File: src/rtl/sram1rw_param_ctrl.sv
// Single-port SRAM with valid/ready request port, per-lane write mask, an optional
// output register and a clear engine that zero-fills the array after reset.
module sram1rw_param_ctrl #(
  parameter  int DEPTH   = 128,
  parameter  int WIDTH   = 22,
  parameter  int LANE_W  = 11,
  parameter  int OUT_REG = 0,
  localparam int ADDR_W  = ($clog2(DEPTH) < 1) ? 1 : $clog2(DEPTH),
  localparam int LANES   = WIDTH / LANE_W
) (
  input  logic              CE,
  input  logic              RST,
  input  logic              req_valid,
  output logic              req_ready,
  input  logic              req_write,
  input  logic [ADDR_W-1:0] req_addr,
  input  logic [WIDTH-1:0]  req_wdata,
  input  logic [LANES-1:0]  req_wmask,
  output logic              rsp_valid,
  output logic [WIDTH-1:0]  rsp_rdata,
  output logic              init_done
);

  typedef enum logic {ST_CLEAR, ST_RUN} state_e;

  localparam logic [ADDR_W-1:0] LAST_ADDR = ADDR_W'(DEPTH - 1);
  localparam logic [ADDR_W:0]   DEPTH_EXT = (ADDR_W + 1)'(DEPTH);

  state_e            r_state;
  state_e            w_state_nxt;
  logic [ADDR_W-1:0] r_clr_addr;
  logic [ADDR_W-1:0] w_clr_addr_nxt;

  logic w_clearing;
  logic w_accept;
  logic w_in_range;
  logic w_do_wr;
  logic w_do_rd;

  logic [WIDTH-1:0] r_mem [DEPTH];

  logic             r_s1_v;
  logic [WIDTH-1:0] r_s1_d;
  logic             r_s2_v;
  logic [WIDTH-1:0] r_s2_d;

  // NOTE: sequential state is updated with <= so every flop samples pre-edge values;
  // the combinational blocks use = and are evaluated in order.
  always_ff @(posedge CE) begin
    if (RST) begin
      r_state    <= ST_CLEAR;
      r_clr_addr <= '0;
    end else begin
      r_state    <= w_state_nxt;
      r_clr_addr <= w_clr_addr_nxt;
    end
  end

  // NOTE: every output of this block gets a default first, so no path leaves one
  // unassigned and no latch is inferred.
  always_comb begin
    w_state_nxt    = r_state;
    w_clr_addr_nxt = r_clr_addr;
    if (r_state == ST_CLEAR) begin
      if (r_clr_addr == LAST_ADDR) begin
        w_state_nxt    = ST_RUN;
        w_clr_addr_nxt = '0;
      end else begin
        w_clr_addr_nxt = r_clr_addr + ADDR_W'(1);
      end
    end
  end

  assign req_ready  = (r_state == ST_RUN);
  assign init_done  = (r_state == ST_RUN);
  assign w_clearing = (r_state == ST_CLEAR) && !RST;
  assign w_accept   = req_valid && req_ready && !RST;
  assign w_in_range = ({1'b0, req_addr} < DEPTH_EXT);
  assign w_do_wr    = w_accept && req_write && w_in_range;
  assign w_do_rd    = w_accept && !req_write;

  // NOTE: the array itself has no reset branch; the clear engine zero-fills it after
  // RST, and resetting it directly would turn the RAM into plain flops.
  always_ff @(posedge CE) begin
    if (w_clearing) begin
      r_mem[r_clr_addr] <= '0;
    end else if (w_do_wr) begin
      for (int k = 0; k < LANES; k++) begin
        if (req_wmask[k]) begin
          r_mem[req_addr][k*LANE_W +: LANE_W] <= req_wdata[k*LANE_W +: LANE_W];
        end
      end
    end
  end

  // Read pipeline: array read, then the response register; data only moves with valid.
  always_ff @(posedge CE) begin
    if (RST) begin
      r_s1_v <= 1'b0;
      r_s1_d <= '0;
      r_s2_v <= 1'b0;
      r_s2_d <= '0;
    end else begin
      r_s1_v <= w_do_rd;
      if (w_do_rd) begin
        r_s1_d <= w_in_range ? r_mem[req_addr] : '0;
      end
      r_s2_v <= r_s1_v;
      if (r_s1_v) begin
        r_s2_d <= r_s1_d;
      end
    end
  end

  if (OUT_REG != 0) begin : g_out_reg
    logic             r_s3_v;
    logic [WIDTH-1:0] r_s3_d;

    always_ff @(posedge CE) begin
      if (RST) begin
        r_s3_v <= 1'b0;
        r_s3_d <= '0;
      end else begin
        r_s3_v <= r_s2_v;
        if (r_s2_v) begin
          r_s3_d <= r_s2_d;
        end
      end
    end

    assign rsp_valid = r_s3_v;
    assign rsp_rdata = r_s3_d;
  end else begin : g_no_out_reg
    assign rsp_valid = r_s2_v;
    assign rsp_rdata = r_s2_d;
  end

endmodule

File: config.mk
export PLATFORM = sky130hd
export DESIGN_NAME = sram1rw_param_ctrl
export DESIGN_NICKNAME = d
export VERILOG_FILES = /design/src/rtl/sram1rw_param_ctrl.sv
export SDC_FILE = /design/constraint.sdc
export NUM_CORES = 2
export LEC_CHECK = 0
export CAP_MARGIN = 20
export CORE_MARGIN = 5
export CORE_UTILIZATION = 57
export DETAILED_ROUTE_END_ITERATION = 8
export PLACE_DENSITY_LB_ADDON = 0.08
export SETUP_SLACK_MARGIN = 0.1
export SYNTH_ARGS = -nofsm -noshare
export SYNTH_HDL_FRONTEND = slang
export SYNTH_SLANG_ARGS = --single-unit
File: constraint.sdc
create_clock -name CE -period 4.3 [get_ports CE]
set_clock_uncertainty 0.1 [all_clocks]
set_input_delay 1.075 -clock CE [delete_from_list [all_inputs] [get_ports CE]]
set_output_delay 1.075 -clock CE [all_outputs]
set_load 0.02 [all_outputs]
; Word-level counts from Yosys, hierarchy flattened
; Memories as Yosys holds them, arrays and structs flattened. A register that Yosys moved wholly into a read port is not among the register bits.
; Cells that the tools add are included.
[op_classes]
n_reduce_logical = 8
eq_ne = 1
n_mux = 16
add_sub_neg = 1
n_bitwise = 1
[ops]
columns = op, n
row1 = $mux 22, 1
row2 = $reduce_or 22->1, 1
row3 = $mux 7, 2
row4 = $mux 1, 12
row5 = $add 7x1->7 const B, 1
row6 = $eq 7x7->1 const B, 1
row7 = $logic_and 1x1->1, 5
row8 = $logic_not 1->1, 2
row9 = $mux 2, 1
row10 = $not 1->1, 1
[totals]
n_memories = 1
wordCells = 33
regBits = 32
ram_bits = 2816
input_bits = 35
out_inout_bits = 25
[mem_list]
columns = name, depth, width, read_ports, rd_clocked_by_memory_dff, wr, line_no
row1 = r_mem, 128, 22, 1, 1, 1, 40  ; logic [WIDTH-1:0] r_mem [DEPTH];

; Longest topological paths before layout
[logic_depth]
ltp_word = 8
mapped_depth = 12
depth_no_buf = 6

; Worst setup path before layout
; OpenSTA, ideal clock, no wires.
[synth_timing]
kind = input -> register
startpoint = input port RST
endpoint = memory r_mem[0][10], data pin
required_time_ps = 3665
stages = 7
n_path_buf = 4
setup_ps = 535
t_arrival_ps = 3927
slack_ps = -262
path_cell_list = clkbuf_1 nor2b_1 o2111a_1 buf_2 clkbuf_1 clkbuf_1 and2_1
[synth_via]
elab_chain_len = 8
elab_cells_between_ends = 12
classes_between = 7 x mux / 5 x reduce/logical
[synth_lines]
columns = item, line_no
row1 = start: declaration, 12  ; input logic RST,
row2 = $logic_not 1->1 (*), "76, 77"
row3 = $logic_and 1x1->1, 77  ; assign w_accept = req_valid && req_ready && !RST;
row4 = $logic_and 1x1->1, 79  ; assign w_do_wr = w_accept && req_write && w_in_range;
row5 = $mux 1, 87  ; end else if (w_do_wr) begin
row6 = $mux 1, 85  ; if (w_clearing) begin
row7 = $mux 1 (implied by the code), 90  ; r_mem[req_addr][k*LANE_W +: LANE_W] <= req_wdata[k*LANE_W +: LANE_W];
row8 = $reduce_or 22->1 (no source line) (*), n/a
row9 = $mux 22 (no source line) (*), n/a
row10 = end: declaration, 40
; Mark *: on every way between the ends. The rest lies on a longest branch, timed or not.

; Worst setup path in the final report
[layout_timing]
startpoint = input port req_write
endpoint = memory r_mem[95][11], enable pin
[layout_via]
elab_chain_len = 6
elab_cells_between_ends = 10
classes_between = 8 x mux / 2 x reduce/logical
[layout_lines]
columns = item, line_no
row1 = start: declaration, 15  ; input logic req_write,
row2 = $logic_and 1x1->1 (*), 79
row3 = $mux 1, 87
row4 = $mux 1, 85
row5 = $mux 1 (implied by the code), 90
row6 = $reduce_or 22->1 (no source line), n/a
row7 = $mux 7 (no source line) / $mux 2 (equally long branches), n/a
; Marks and branches as above.

==> impl_metrics.json <==
{
  "r2r-end": "r_mem[95][11]",
  "clock.fmax_ghz": 0.268,
  "slowest_stage": "o31ai_1",
  "critPathArrivalTime_ps": 4250,
  "antenna_found_initial": 13,
  "clockBufferDepth": 4,
  "areaGrowthSynthToFinish_pct": 16.3,
  "die_h_um": 452,
  "synth_area_um2": 111000,
  "crit_type": "primary input to register",
  "slew_headroom_pct": 28.4,
  "cp_data_required_time_ps": 4820,
  "grt_pass1_wl_um": 419000,
  "worst_hold_slack_ps": 395,
  "drc": 0,
  "cp-start-kind": "primary input",
  "synth_top_family_by_area": "multiplexers",
  "synthSimpleGateAreaFrac_pct": 2.50,
  "first_pass_iters": 6,
  "grt_max_degree": 97,
  "final_nets": 5957,
  "hp-class": "register to register",
  "whs_endpoint": "rsp_rdata[17]",
  "max_cap_viol_count": 0,
  "cts_tree": "done",
  "grt_pass1_vias": 56025,
  "io_buffers": 59,
  "overflow": 0,
  "cp_common_cell": "buf_4",
  "syn_nets": 5199,
  "die_w_um": 452,
  "p_leak_nw": 48.6,
  "num_rows": 162,
  "vias_per_cell": 6.52,
  "min_period_ps": 3730,
  "die_area_um2": 204000,
  "cts_made_buffers": 300,
  "synth_area_per_cell_um2": 21.5,
  "final_util_pct": 66.5,
  "rr_worst_depth": 9,
  "yosysMostFrequentCell": "edfxtp_1",
  "cts_repair_resize_count": 0,
  "ios": 60,
  "ys_seq_area_share_pct": 77.0,
  "tightest_slew_ps": 1070,
  "clkSinkCount": 2870,
  "drive_gt1_share_pct": 30.6,
  "grt_use_total_pct": 29.0,
  "htreeDepth": 5,
  "core_um2": 195000,
  "synthXorXnorAreaFrac_pct": 0.0315,
  "synth_commonest_cells": "edfxtp_1 (2816), mux4_2 (683), nor2_1 (322)",
  "holdBufCountCts": 0,
  "muxShareOfSynthArea_pct": 16.8,
  "synth_warnings": 0,
  "path_max_fanout": 17,
  "cts.clk_slew.worst_paths_ps": 60,
  "hp-start": "rsp_rdata[17]",
  "crit_chain": "clkdlybuf4s50_1, o2111ai_1, buf_4, o31ai_1, nand2_1, buf_4, nor2_1, buf_4",
  "start_util_pct": 57.2,
  "ys_types": 55,
  "rrSetupSlack_ps": 600,
  "status": "finished clean",
  "setup_violations": 0,
  "maxSlewViolCount": 0,
  "ys_async_sr_fraction_pct": 0,
  "synth-edff-count": 2816,
  "synthAdderAreaFrac_pct": 0.0113,
  "synth_compound_area_share_pct": 2.17,
  "post-route-period-util_pct": 86.7,
  "critPathMaxStageDelay_ps": 730,
  "irDropWorstVdd_mv": 0.398,
  "rsz0062_at_grt": "false",
  "hold_viol": 0,
  "dp.final_hpwl_um": 193000,
  "ant_nets": 0,
  "syn_inst": 5163,
  "drt-total-wl_um": 294000,
  "via_count": 56670,
  "cp-end-kind": "register",
  "r2r-start": "init_done",
  "ys_seq_elements": 2870,
  "gp_congestion": 0.917,
  "synth_ff_type": "edfxtp_1",
  "post_cts_buffers": 0,
  "hold_path_depth": 2,
  "synth_top_area_share_pct": 76.0,
  "yosys.area.top_type": "edfxtp_1",
  "synth_area_leaders": "edfxtp_1 (76%), mux4_2 (14%), mux2i_1 (2.4%), nor2_1 (1.1%), dfxtp_1 (0.97%)",
  "wire_per_inst_um": 33.8,
  "root_buffer": "clkbuf_16",
  "drt_iter0_markers": 7494,
  "clk_latency_ps": 930,
  "power_density_nw_per_um2": 439
}
cells in the final DEF (no fill, tap or decap), types with 22 or more instances in the layout:
master	count
edfxtp_1	2816
mux4_2	683
buf_4	586
nor2_1	322
clkbuf_16	309
mux2i_1	262
buf_12	119
nand2_1	112
clkbuf_1	70
o21ai_0	67
nand3_1	63
clkinv_1	61
mux2_2	58
o22ai_1	54
dfxtp_1	53
clkdlybuf4s50_1	52
clkinv_2	45
o221ai_1	40
a21oi_1	33
a22oi_1	32
nor2b_1	29
a211oi_1	26
and2_4	22
sequential cells by signal, indices dropped and copies added (netlist names):
name	cells
r_mem	2816
r_s1_d	22
rsp_rdata	22
r_clr_addr	7
init_done	1
r_s1_v	1
rsp_valid	1
metrics by stage:
| step | worst slack [ps] | std cells | area, µm² | setup TNS [ps] | power (W) |
|---|---|---|---|---|---|
| after floorplan | -49.8 | 5163 | 111000 | -12750 | 0.0319 |
| after global placement | -181 | 8160 | 120000 | -36990 | 0.0328 |
| after detailed placement | -309 | 8161 | 120000 | -105160 | 0.0328 |
| after CTS | 672 | 8681 | 129000 | 0 | 0.0572 |
| after global routing | 553 | 8682 | 129000 | 0 | 0.0585 |
| final | 570 | 8686 | 129000 | 0 | 0.0568 |
cell families (layout without fill, tap and decap cells):
family / after synthesis / in the layout
XOR/XNOR: 4 / 4
AND/OR/NAND/NOR: 629 / 629
adder cells (fa/ha/maj): 1 / 1
other: 0 / 5
multiplexers: 1003 / 1003
flip-flops: 2870 / 2870
AO/OA/AOI/OAI: 347 / 347
buffers and inverters: 309 / 1285
worst max-delay path, delay by kind of cell:
kind,cells,cell delay [ps]
and+or+nand+nor,2,510
buffers and inverters,4,1480
AOI/OAI and AO/OA,2,1170
area by class of cell:
cell class / count / area [µm²]
fillers: 12680 / 65200
well taps: 2542 / 3180
diodes: 5 / 12.5
inverters: 2 / 7.51
multi-input cells: 1984 / 24000
repair buffers: 763 / 7360
clock inverters: 136 / 1130
clock buffers: 384 / 8060
flip-flops and latches: 2870 / 85600
power breakdown:
part	switching, W	total [W]	internal (W)
registers	0.0000145	0.0303	0.0303
logic	0.00116	0.00190	0.000733
clock network	0.0103	0.0246	0.0143
total	0.0114	0.0568	0.0453
how the worst max path moves through the flow:
stage / from / endpoint / cells past startpoint
6_report: req_write / r_mem[95][11] / 8
3_5_place_dp: req_write / r_mem[95][21] / 8
2_1_floorplan: RST / r_mem[0][0] / 6
5_1_grt: init_done / r_mem[95][16] / 9
4_1_cts: init_done / r_mem[95][15] / 9
3_3_place_gp: req_write / r_mem[81][14] / 8
layer usage:
layer | track usage (%) | up-vias | wire, µm
met3 | 6.49 | 524 | 29000
met4 | 10.3 | 2 | 11700
met1 | 43.1 | 29996 | 118000
met2 | 43.4 | 3009 | 135000
met5 | 0 | - | 13
li1 | - | 23139 | -
No activity file was read; power rests on OpenSTA's default activity.
